**src/rtl/fifo_wr_arb_pkg.sv**
```systemverilog
// Shared types for the FIFO write-port arbiter: FSM state encoding and
// the burst counter sizing helper.
package fifo_arb_pkg;

   typedef enum logic [0:0] {
      IDLE  = 1'b0,
      GRANT = 1'b1
   } arb_state_t;

   // Counter must hold MAX_BURST itself, not just MAX_BURST-1.
   function automatic int cnt_width(input int max_burst);
      return $clog2(max_burst + 1);
   endfunction

endpackage : fifo_arb_pkg

```
**src/rtl/fifo_wr_arb_if.sv**
```systemverilog
// Bundle of requester-side valid/ready/data and FIFO write-side signals
// shared between the arbiter (master) and its environment (slave).
interface fifo_wr_arb_if #(
   parameter int NUM_REQ    = 4,
   parameter int DATA_WIDTH = 8
);
   localparam int IDX_W = $clog2(NUM_REQ);

   logic [NUM_REQ-1:0]            req_valid;
   logic [NUM_REQ*DATA_WIDTH-1:0] req_data;
   logic [NUM_REQ-1:0]            req_ready;
   logic                          fifo_wr_en;
   logic [DATA_WIDTH-1:0]         fifo_wr_data;
   logic                          fifo_full;
   logic                          fifo_ready;
   logic                          grant_active;
   logic [IDX_W-1:0]              grant_id;

   modport master (
      input  req_valid, req_data, fifo_full, fifo_ready,
      output req_ready, fifo_wr_en, fifo_wr_data, grant_active, grant_id
   );

   modport slave (
      output req_valid, req_data, fifo_full, fifo_ready,
      input  req_ready, fifo_wr_en, fifo_wr_data, grant_active, grant_id
   );

endinterface : fifo_wr_arb_if

```
**src/rtl/fifo_wr_arb_rr_pick.sv**
```systemverilog
// Rotate-priority encoder: first set request strictly after last_idx,
// wrapping modulo NUM_REQ, so last_idx itself is checked last.
module rr_pick #(
   parameter int NUM_REQ = 4,
   localparam int IDX_W  = $clog2(NUM_REQ)
) (
   input  logic [NUM_REQ-1:0] req,
   input  logic [IDX_W-1:0]   last_idx,
   output logic               found,
   output logic [IDX_W-1:0]   next_idx
);

   logic [IDX_W-1:0] w_cand;

   // NOTE: every variable written here gets a default first, so no path
   // through the loop can leave a value held over and infer a latch.
   always_comb begin
      found    = 1'b0;
      next_idx = '0;
      w_cand   = '0;
      for (int k = 1; k <= NUM_REQ; k++) begin
         w_cand = IDX_W'((int'(last_idx) + k) % NUM_REQ);
         if (!found && req[w_cand]) begin
            found    = 1'b1;
            next_idx = w_cand;
         end
      end
   end

endmodule : rr_pick

```
**src/rtl/fifo_wr_arb.sv**
```systemverilog
// Round-robin arbiter sharing one fifo_sync write port among NUM_REQ
// valid/ready sources, with bursts bounded to MAX_BURST beats per grant.
module fifo_wr_arb
   import fifo_arb_pkg::*;
#(
   parameter int NUM_REQ    = 4,
   parameter int DATA_WIDTH = 8,
   parameter int MAX_BURST  = 16
) (
   input  logic          clk,
   input  logic          rst,
   fifo_wr_arb_if.master bus
);

   localparam int               IDX_W    = $clog2(NUM_REQ);
   localparam int               CNT_W    = cnt_width(MAX_BURST);
   localparam logic [IDX_W-1:0] LAST_IDX = IDX_W'(NUM_REQ - 1);
   localparam logic [CNT_W-1:0] CNT_LAST = CNT_W'(MAX_BURST - 1);

   arb_state_t            r_state, w_state_nxt;
   logic [IDX_W-1:0]      r_owner, w_owner_nxt;
   logic [CNT_W-1:0]      r_beat_cnt, w_beat_cnt_nxt;
   logic [DATA_WIDTH-1:0] w_beats [NUM_REQ];
   logic                  w_found;
   logic [IDX_W-1:0]      w_pick_idx;
   logic                  w_granted;
   logic                  w_can_write;
   logic                  w_accept;

   for (genvar g = 0; g < NUM_REQ; g++) begin : g_unpack
      assign w_beats[g] = bus.req_data[g*DATA_WIDTH +: DATA_WIDTH];
   end

   rr_pick #(.NUM_REQ(NUM_REQ)) u_rr_pick (
      .req      (bus.req_valid),
      .last_idx (r_owner),
      .found    (w_found),
      .next_idx (w_pick_idx)
   );

   // NOTE: sequential state uses non-blocking assignments only; the reset
   // is synchronous and active-low, so it lives inside the clocked branch.
   always_ff @(posedge clk) begin
      if (!rst) begin
         r_state    <= IDLE;
         r_owner    <= LAST_IDX;
         r_beat_cnt <= '0;
      end else begin
         r_state    <= w_state_nxt;
         r_owner    <= w_owner_nxt;
         r_beat_cnt <= w_beat_cnt_nxt;
      end
   end

   // Writes are gated by rst too, so nothing lands during a reset cycle.
   assign w_granted   = (r_state == GRANT);
   assign w_can_write = w_granted & rst & bus.fifo_ready & ~bus.fifo_full;
   assign w_accept    = w_can_write & bus.req_valid[r_owner];

   always_comb begin
      w_state_nxt    = r_state;
      w_owner_nxt    = r_owner;
      w_beat_cnt_nxt = r_beat_cnt;
      case (r_state)
         IDLE: begin
            if (bus.fifo_ready && w_found) begin
               w_state_nxt    = GRANT;
               w_owner_nxt    = w_pick_idx;
               w_beat_cnt_nxt = '0;
            end
         end
         GRANT: begin
            if (w_accept) begin
               w_beat_cnt_nxt = r_beat_cnt + CNT_W'(1);
               if (r_beat_cnt == CNT_LAST) w_state_nxt = IDLE;
            end else if (!bus.req_valid[r_owner]) begin
               // Dropping valid forfeits the grant even while stalled.
               w_state_nxt = IDLE;
            end
         end
         default: w_state_nxt = IDLE;
      endcase
   end

   always_comb begin
      bus.req_ready = '0;
      for (int i = 0; i < NUM_REQ; i++) begin
         if (r_owner == IDX_W'(i)) bus.req_ready[i] = w_can_write;
      end
   end

   assign bus.fifo_wr_en   = w_accept;
   assign bus.fifo_wr_data = w_accept ? w_beats[r_owner] : '0;
   assign bus.grant_active = w_granted;
   assign bus.grant_id     = r_owner;

endmodule : fifo_wr_arb

```
**src/flat_wrapper.sv**
```systemverilog
// flat-port wrapper written by rule: the top's interface ports become plain ports
module fifo_wr_arb_flat import fifo_arb_pkg::*;
#(
   parameter int NUM_REQ    = 4,
   parameter int DATA_WIDTH = 8,
   parameter int MAX_BURST  = 16
)
  (clk, rst, bus_req_valid, bus_req_data, bus_fifo_full, bus_fifo_ready, bus_req_ready, bus_fifo_wr_en, bus_fifo_wr_data, bus_grant_active, bus_grant_id);
  fifo_wr_arb_if #(.NUM_REQ(NUM_REQ), .DATA_WIDTH(DATA_WIDTH)) bus_i ();
  input  logic clk;
  input  logic rst;
  input wire logic [$bits(bus_i.req_valid)-1:0] bus_req_valid;
  input wire logic [$bits(bus_i.req_data)-1:0] bus_req_data;
  input wire logic [$bits(bus_i.fifo_full)-1:0] bus_fifo_full;
  input wire logic [$bits(bus_i.fifo_ready)-1:0] bus_fifo_ready;
  output wire logic [$bits(bus_i.req_ready)-1:0] bus_req_ready;
  output wire logic [$bits(bus_i.fifo_wr_en)-1:0] bus_fifo_wr_en;
  output wire logic [$bits(bus_i.fifo_wr_data)-1:0] bus_fifo_wr_data;
  output wire logic [$bits(bus_i.grant_active)-1:0] bus_grant_active;
  output wire logic [$bits(bus_i.grant_id)-1:0] bus_grant_id;
  assign bus_i.req_valid = bus_req_valid;
  assign bus_i.req_data = bus_req_data;
  assign bus_i.fifo_full = bus_fifo_full;
  assign bus_i.fifo_ready = bus_fifo_ready;
  assign bus_req_ready = bus_i.req_ready;
  assign bus_fifo_wr_en = bus_i.fifo_wr_en;
  assign bus_fifo_wr_data = bus_i.fifo_wr_data;
  assign bus_grant_active = bus_i.grant_active;
  assign bus_grant_id = bus_i.grant_id;
  fifo_wr_arb #(.NUM_REQ(NUM_REQ), .DATA_WIDTH(DATA_WIDTH), .MAX_BURST(MAX_BURST)) u_core (.clk(clk), .rst(rst), .bus(bus_i));
endmodule
```
**config.mk**
```make
export PLATFORM = sky130hd
export DESIGN_NAME = fifo_wr_arb_flat
export DESIGN_NICKNAME = d
export VERILOG_FILES = /design/src/rtl/fifo_wr_arb_pkg.sv /design/src/rtl/fifo_wr_arb_if.sv /design/src/rtl/fifo_wr_arb_rr_pick.sv /design/src/rtl/fifo_wr_arb.sv /design/src/flat_wrapper.sv
export SDC_FILE = /design/constraint.sdc
export NUM_CORES = 1
export LEC_CHECK = 0
export ABC_AREA = 1
export CORE_MARGIN = 5
export CORE_UTILIZATION = 35
export DETAILED_ROUTE_END_ITERATION = 7
export PLACE_DENSITY = 0.87
export SYNTH_ARGS = -nofsm -noshare
export SYNTH_HDL_FRONTEND = slang
export SYNTH_SLANG_ARGS = --single-unit
```
**constraint.sdc**
```tcl
create_clock -name clk -period 1.9 [get_ports clk]
set_input_delay 0.475 -clock clk [delete_from_list [all_inputs] [get_ports clk]]
set_output_delay 0.475 -clock clk [all_outputs]
set_load 0.01 [all_outputs]
```
==> reports/results.ini, run 1 <==
[run_status]
status=complete, but fails checks
violations=setup timing

[clock_network]
cts_tree=done
cts.sinks=8
cts_inserted_buffers=3
root_buffer=clkbuf_4
htree_levels=1
cts.clk_slew.worst_paths_ns=0.06
cts_hold_buf=0
clockBufferDepth=2
clk_latency_ns=0.26

[sta]
finalMaxSlewViolations=0
fin_ws_ns=-0.00622
fmax_mhz=525
worst_slew_pin_slew_ns=0.294
rsz0062_at_grt=yes
period_share_pct=100
finalSetupTns_ns=-0.00622
skew_ns=0.00613
slew_headroom_pct=80.3
finalSetupViolations=1
finalHoldViolations=0
fin_crit_ns=1.91

[layout]
final_area_um2=1830
syn_to_final_growth_pct=78.8
post-route-util_pct=65.6
num-nets-final=292
antenna_cells=0
drive_above_1_share_pct=37.7

[worst_setup_path]
startpoint=bus_req_data[16]
cp.buffers_inverters=2
slowest_delay_ns=0.46
path_max_fanout=1
worst_setup_path_end_kind=output pin
crit_family=buffers and inverters
worst_ep_required_time_ns=1.42
path_common_cell=nor2_1
r2r_start=u_core.bus.grant_id[0]$_SDFFE_PN1P_
crit_type=input pin to output pin
cp_cell_sequence=clkdlybuf4s50_1 -> nor2_1 -> nor2_1 -> o21ai_0 -> a21oi_2 -> buf_2
worstPathArrival_ns=1.43
crit_slowest_cell=clkdlybuf4s50_1
start_kind=input pin

[floorplanning]
rows=19
ioPinCount=56
coreArea_um2=2780
fp.dieW_um=64.0
initial_core_util_pct=36.7
die_y_um=64.0
die-area_um2=4100

[logic_synthesis]
synth-seq-cells=8
synth_top_cell_by_area=dfxtp_1
yosysWarnings=0
ys.flop_type=dfxtp_1
async_flop_share_pct=0
synth_commonest_cells=40 x nor2_1, 21 x nand2_1, 18 x o21ai_0
synth_edf_count=0
synth_most_common_cell=nor2_1
synth.cell_area_um2=1020
seq_area_frac_synth_pct=15.7
synth.area.top_cells=dfxtp_1 16%, nor2_1 15%, o21ai_0 8.8%, nand2_1 7.7%, ha_1 7.4%
avgSynthCellArea_um2=6.19
syn_inst=165
synthDistinctLibCells=27
synth_fp_nets=211
yosys.area.top_type_share_pct=15.7

[drt]
routedWlPerCell_um=13.7
routed.top_layer=met4
route.met3.wl_um=164
drc_errors=0
met2_length_mm=2.05
drtPass1Iterations=4
m1WireLength_mm=1.55
vias_per_cell=4.97
num_vias=1367
drt_iter0_markers=39
ant_nets=0
drt-total-wl_mm=3.77

[place]
dpl_cell_area_um2=1720
dpl.hpwl_mm=2.67
gp_congestion=0.819
portBuffers=55

[power]
pwr_density_cell_nw_per_um2=885
finalPower_mw=1.62
ir_worst_vdd_mv=0.785
p_leak_nw=0.829

[global_routing]
grt_overflow=0
grtUsageTotal_pct=17.2
grt_max_degree=21
antenna_found_initial=0
grt_pass1_vias=1290
grt_pass1_wl_mm=5.80

[min_path]
worstHoldStart=u_core.r_beat_cnt[4]$_SDFFE_PN0P_
min_path_type=flop to flop

[run]
cap_violations=0

==> state kept, by name (all words and copies together) (netlist names) <==
| register | count |
|---|---|
| u_core.r_beat_cnt | 5 |
| u_core.bus.grant_id | 2 |
| u_core.bus.grant_active | 1 |
==> tightest hold or removal path, cell delays in order (launching register included) <==
cell and delay (ns):
dfxtp_1 0.32, nand3_2 0.07, a21oi_2 0.04
==> path summary, 6_finish.rpt <==
kind                                                       endpoint  cells past startpoint  slack, ns
worst min-delay path              u_core.r_beat_cnt[4]$_SDFFE_PN0P_                      2       0.48
worst max-delay path                            bus_fifo_wr_data[0]                      6     -0.006
worst min register to register    u_core.r_beat_cnt[4]$_SDFFE_PN0P_                      2       0.48
worst max register to register  u_core.bus.grant_id[1]$_SDFFE_PN1P_                     13       0.06
==> layout by cell type (no fill, tap or decap), types with 2 or more instances in the layout <==
cell,netlist,layout
nor2_1,40,39
clkdlybuf4s50_1,0,32
buf_4,3,25
nand2_1,21,15
o21ai_1,5,13
a21oi_2,4,13
buf_2,1,13
inv_1,13,11
o21ai_0,18,10
nand3_1,8,8
nand2_2,2,7
nand3_2,6,6
dfxtp_1,8,6
inv_2,3,4
ha_1,6,4
nand2_4,2,3
a21oi_1,12,3
clkbuf_4,0,3
dlymetal6s2s_1,0,3
dlygate4sd2_1,0,3
inv_6,1,2
nor3_1,2,2
clkbuf_2,0,2
dfxtp_4,0,2
==> kinds of logic (layout without fill, tap and decap cells) <==
| logic type | count (synthesis) | after routing | share of synthesized area (%) |
|---|---|---|---|
| buffers and inverters | 24 | 103 | 11.3 |
| flip-flops | 8 | 8 | 15.7 |
| adder cells (fa/ha/maj) | 6 | 6 | 7.35 |
| AO/OA/AOI/OAI | 39 | 39 | 20.6 |
| AND/OR/NAND/NOR | 88 | 88 | 45.1 |
==> what timing repair did <==
action	in CTS	in global routing
buffers inserted	7	1
gates resized for setup	76	30
cloned	1	0
pin swaps	5	7
setup endpoints to repair	14	21
==> report_power, final <==
group / internal, mW / switching [mW] / leakage, nW
combinational: 0.567 / 0.671 / 0.750
sequential: 0.198 / 0.0415 / 0.0654
clock: 0.0728 / 0.0650 / 0.0138
==> stage by stage <==
| step | instances | hold WS, ns | setup WS (ns) |
|---|---|---|---|
| floorplan | 165 | 0.451 | 0.0690 |
| global placement | 263 | 0.460 | -0.664 |
| detailed placement | 263 | 0.473 | -0.690 |
| CTS | 274 | 0.482 | 0.00710 |
| global route | 275 | 0.496 | -0.0985 |
| finish | 275 | 0.480 | -0.00622 |
==> cell type report <==
cell class	instances	area [um^2]
fill	237	956
multi-input combinational	133	817
inverter	17	73.8
clock buffer	3	22.5
timing repair inverter	1	6.26
sequential	8	168
timing repair buffer	82	699
tap	31	38.8
==> metal layers <==
metal / up-vias / track usage (%)
li1: 702 / -
met1: 620 / 20.6
met2: 43 / 31.3
met3: 2 / 3.50
met4: 0 / 3.90
met5: - / 0
No activity file was read; power rests on OpenSTA's default activity.
==> run 2: changes to the inputs <==
--- a/config.mk
+++ b/config.mk
@@ -9,7 +9,8 @@
 export CORE_MARGIN = 5
 export CORE_UTILIZATION = 35
 export DETAILED_ROUTE_END_ITERATION = 7
-export PLACE_DENSITY = 0.87
+export PLACE_DENSITY = 0.77
+export SKIP_LAST_GASP = 1
 export SYNTH_ARGS = -nofsm -noshare
 export SYNTH_HDL_FRONTEND = slang
 export SYNTH_SLANG_ARGS = --single-unit
==> run 2 against run 1 <==
Net effect: the flow still finishes with violations (setup timing); clock power about the same; clock skew fell by 0.0043 ns; wire length down 1.0%; utilization is 1.0 points higher; hold slack got worse by 0.0030 ns; combinational power is 6% lower; flip-flop and latch count unchanged; global-route usage down 0.89 points; worst setup slack worse by 0.013 ns; power decreased by 5.2%; final area rose by 1.6%; critical endpoint is now bus_fifo_wr_data[7].
==> reports/results.ini, run 2 (same netlist as run 1, synthesis figures left out) <==
[run_status]
status=complete, but fails checks
violations=setup timing

[power]
p_clk_share_pct=8.9  ; +0.4 points
pwr_density_cell_nw_per_um2=826  ; -6.6%
p_sw_share_pct=48.5  ; +0.38 points
p_int_uw=789  ; -5.9%
ir_worst_vdd_mv=0.795  ; +1.2%
p_sw_uw=743  ; -4.4%
comb_power_share_pct=75.9  ; -0.7 points
seqPwrFrac_pct=15.2  ; +0.4 points
p_leak_nw=0.893  ; +7.6%
finalPower_mw=1.53  ; -5.2%

[clock_network]
clk_latency_ns=0.26  ; about the same
root_buffer=clkbuf_4
htree_levels=1  ; unchanged
cts.clk_slew.worst_paths_ns=0.06  ; about the same
cts_tree=done
clockBufferDepth=2  ; unchanged
cts_inserted_buffers=3  ; unchanged
cts.sinks=8  ; unchanged
cts_hold_buf=0  ; unchanged

[worst_setup_path]
path_max_fanout=1  ; unchanged
slowest_delay_ns=0.45  ; about the same
worst_ep_required_time_ns=1.42  ; about the same
crit_slowest_cell=clkdlybuf4s50_1
cp_cell_sequence=clkdlybuf4s50_1 -> nor2_1 -> nor2_1 -> o21ai_1 -> a21oi_2 -> buf_2
start_kind=input pin
r2r_start=u_core.bus.grant_id[0]$_SDFFE_PN1P_
startpoint=bus_req_data[7]
cp.buffers_inverters=2  ; unchanged
reg2reg_slack_ns=0.08  ; +0.02 ns
worstPathArrival_ns=1.44  ; about the same
path_common_cell=nor2_1
r2r_cells=12  ; -1
crit_type=input pin to output pin
r2r_end=u_core.r_beat_cnt[3]$_SDFFE_PN0P_
crit_family=buffers and inverters
worst_setup_path_end_kind=output pin

[sta]
slew_headroom_pct=79.7  ; -0.69 points
whs_ns=0.477  ; -0.00295 ns
worst_slew_pin_slew_ns=0.304  ; +0.0103 ns
fmax_mhz=521  ; -0.70%
finalSetupTns_ns=-0.0196  ; -0.0134 ns
skew_ns=0.00186  ; -0.00427 ns
finalHoldViolations=0  ; unchanged
fin_ws_ns=-0.0196  ; -0.0134 ns
fin_crit_ns=1.92  ; +0.0134 ns
finalSetupViolations=1  ; unchanged
period_share_pct=101  ; +0.71 points
rsz0062_at_grt=yes
finalMaxSlewViolations=0  ; unchanged

[layout]
syn_to_final_growth_pct=81.6
antenna_cells=0  ; unchanged
fill_cells=235  ; -0.84%
num-nets-final=300  ; +2.7%
largest_register_ff_count=5  ; unchanged
layout_common_cells=40 x nor2_1, 34 x buf_4, 30 x clkdlybuf4s50_1
top_register=u_core.r_beat_cnt
drive_above_1_share_pct=38.1  ; +0.39 points
final_area_um2=1850  ; +1.6%
final_common_cell=nor2_1

[floorplanning]
rows=19  ; unchanged
initial_core_util_pct=36.7  ; unchanged
ioPinCount=56  ; unchanged
fp.dieW_um=64.0  ; unchanged
die-area_um2=4100  ; unchanged
die_y_um=64.0  ; unchanged
coreArea_um2=2780  ; unchanged

[global_routing]
antenna_found_initial=0  ; unchanged
grt_pass1_vias=1274  ; -1.2%
grt_pass1_wl_mm=5.50  ; -5.1%
grtUsageTotal_pct=16.3  ; -0.89 points
grt_overflow=0  ; unchanged
grt_max_degree=17  ; -19%

[drt]
drc_errors=0  ; unchanged
routedWlPerCell_um=13.2  ; -3.8%
vias_per_cell=4.89  ; -1.6%
ant_nets=0  ; unchanged
drtPass1Iterations=4  ; unchanged
drt_iter0_markers=52  ; +33%
drt-total-wl_mm=3.73  ; -1.0%
num_vias=1384  ; +1.2%

[place]
dpl_cell_area_um2=1720  ; +0.15%
portBuffers=55  ; unchanged
gp_congestion=0.837  ; +2.1%
dpl.hpwl_mm=2.59  ; -3.1%

[min_path]
worstHoldStart=u_core.r_beat_cnt[4]$_SDFFE_PN0P_
min_path_type=flop to flop
min_path_cells=2  ; unchanged
min_to=u_core.r_beat_cnt[4]$_SDFFE_PN0P_

[run]
cap_violations=0  ; unchanged

## run 2: metal layers
layer  wire, um  share of wire, %  GRT usage (%)  up-vias
met3        248               6.6           4.55        4
met4         33              0.88           3.12        0
met1       1510                40           18.9      629
met2       1950                52           29.8       36
met5          0                 0              0        -
li1           -                 -              -      715
## run 2: worst max-delay path by stage
stage / endpoint / slack [ns] / cells past startpoint
final: bus_fifo_wr_data[7] / -0.02 / 6
after global routing: bus_fifo_wr_data[7] / -0.10 / 6
after CTS: bus_fifo_wr_data[0] / 0.0001 / 6
after detailed placement: bus_fifo_wr_data[0] / -0.68 / 8
after global placement: bus_fifo_wr_data[7] / -0.65 / 8
after floorplan: u_core.r_beat_cnt[2]$_SDFFE_PN0P_ / 0.07 / 11
## run 2: repair_timing
| action | in CTS | in global routing |
|---|---|---|
| cloned | 0 | 1 |
| endpoints found under the setup margin | 13 | 19 |
| setup buffers | 9 | 5 |
| resized for setup | 66 | 39 |
| pin swaps | 4 | 16 |
## run 2: cell type report
class / instances / area (um^2) / area share (%)
tap: 31 / 38.8 / 2.09
timing repair inverter: 1 / 6.26 / 0.337
sequential: 8 / 165 / 8.91
inverter: 17 / 73.8 / 3.98
clock buffer: 3 / 22.5 / 1.21
timing repair buffer: 90 / 742 / 40.0
multi-input combinational: 133 / 806 / 43.5
## run 2: worst min-delay path, stage by stage, from the launching register on
cell and delay, ns:
dfxtp_1 0.31, nand3_2 0.07, a21oi_2 0.04
## run 2: power by group through the flow
| stage | Sequential [mW] | Combinational (mW) | Clock [mW] |
|---|---|---|---|
| after floorplan | 0.237 | 0.643 | 0 |
| after CTS | 0.223 | 1.07 | 0.137 |
| final | 0.233 | 1.16 | 0.136 |
| after detailed placement | 0.223 | 1.01 | 0 |
| after global placement | 0.223 | 1.01 | 0 |
| after global routing | 0.236 | 1.29 | 0.144 |
## run 2: stage by stage
| stage | std cells | utilization, % | setup slack [ns] |
|---|---|---|---|
| 6_report | 283 | 66.7 | -0.0196 |
| 5_1_grt | 283 | 66.7 | -0.101 |
| 4_1_cts | 277 | 63.2 | 0.000116 |
| 3_5_place_dp | 265 | 61.9 | -0.681 |
| 3_3_place_gp | 265 | 61.9 | -0.649 |
| 2_1_floorplan | 165 | - | 0.0690 |
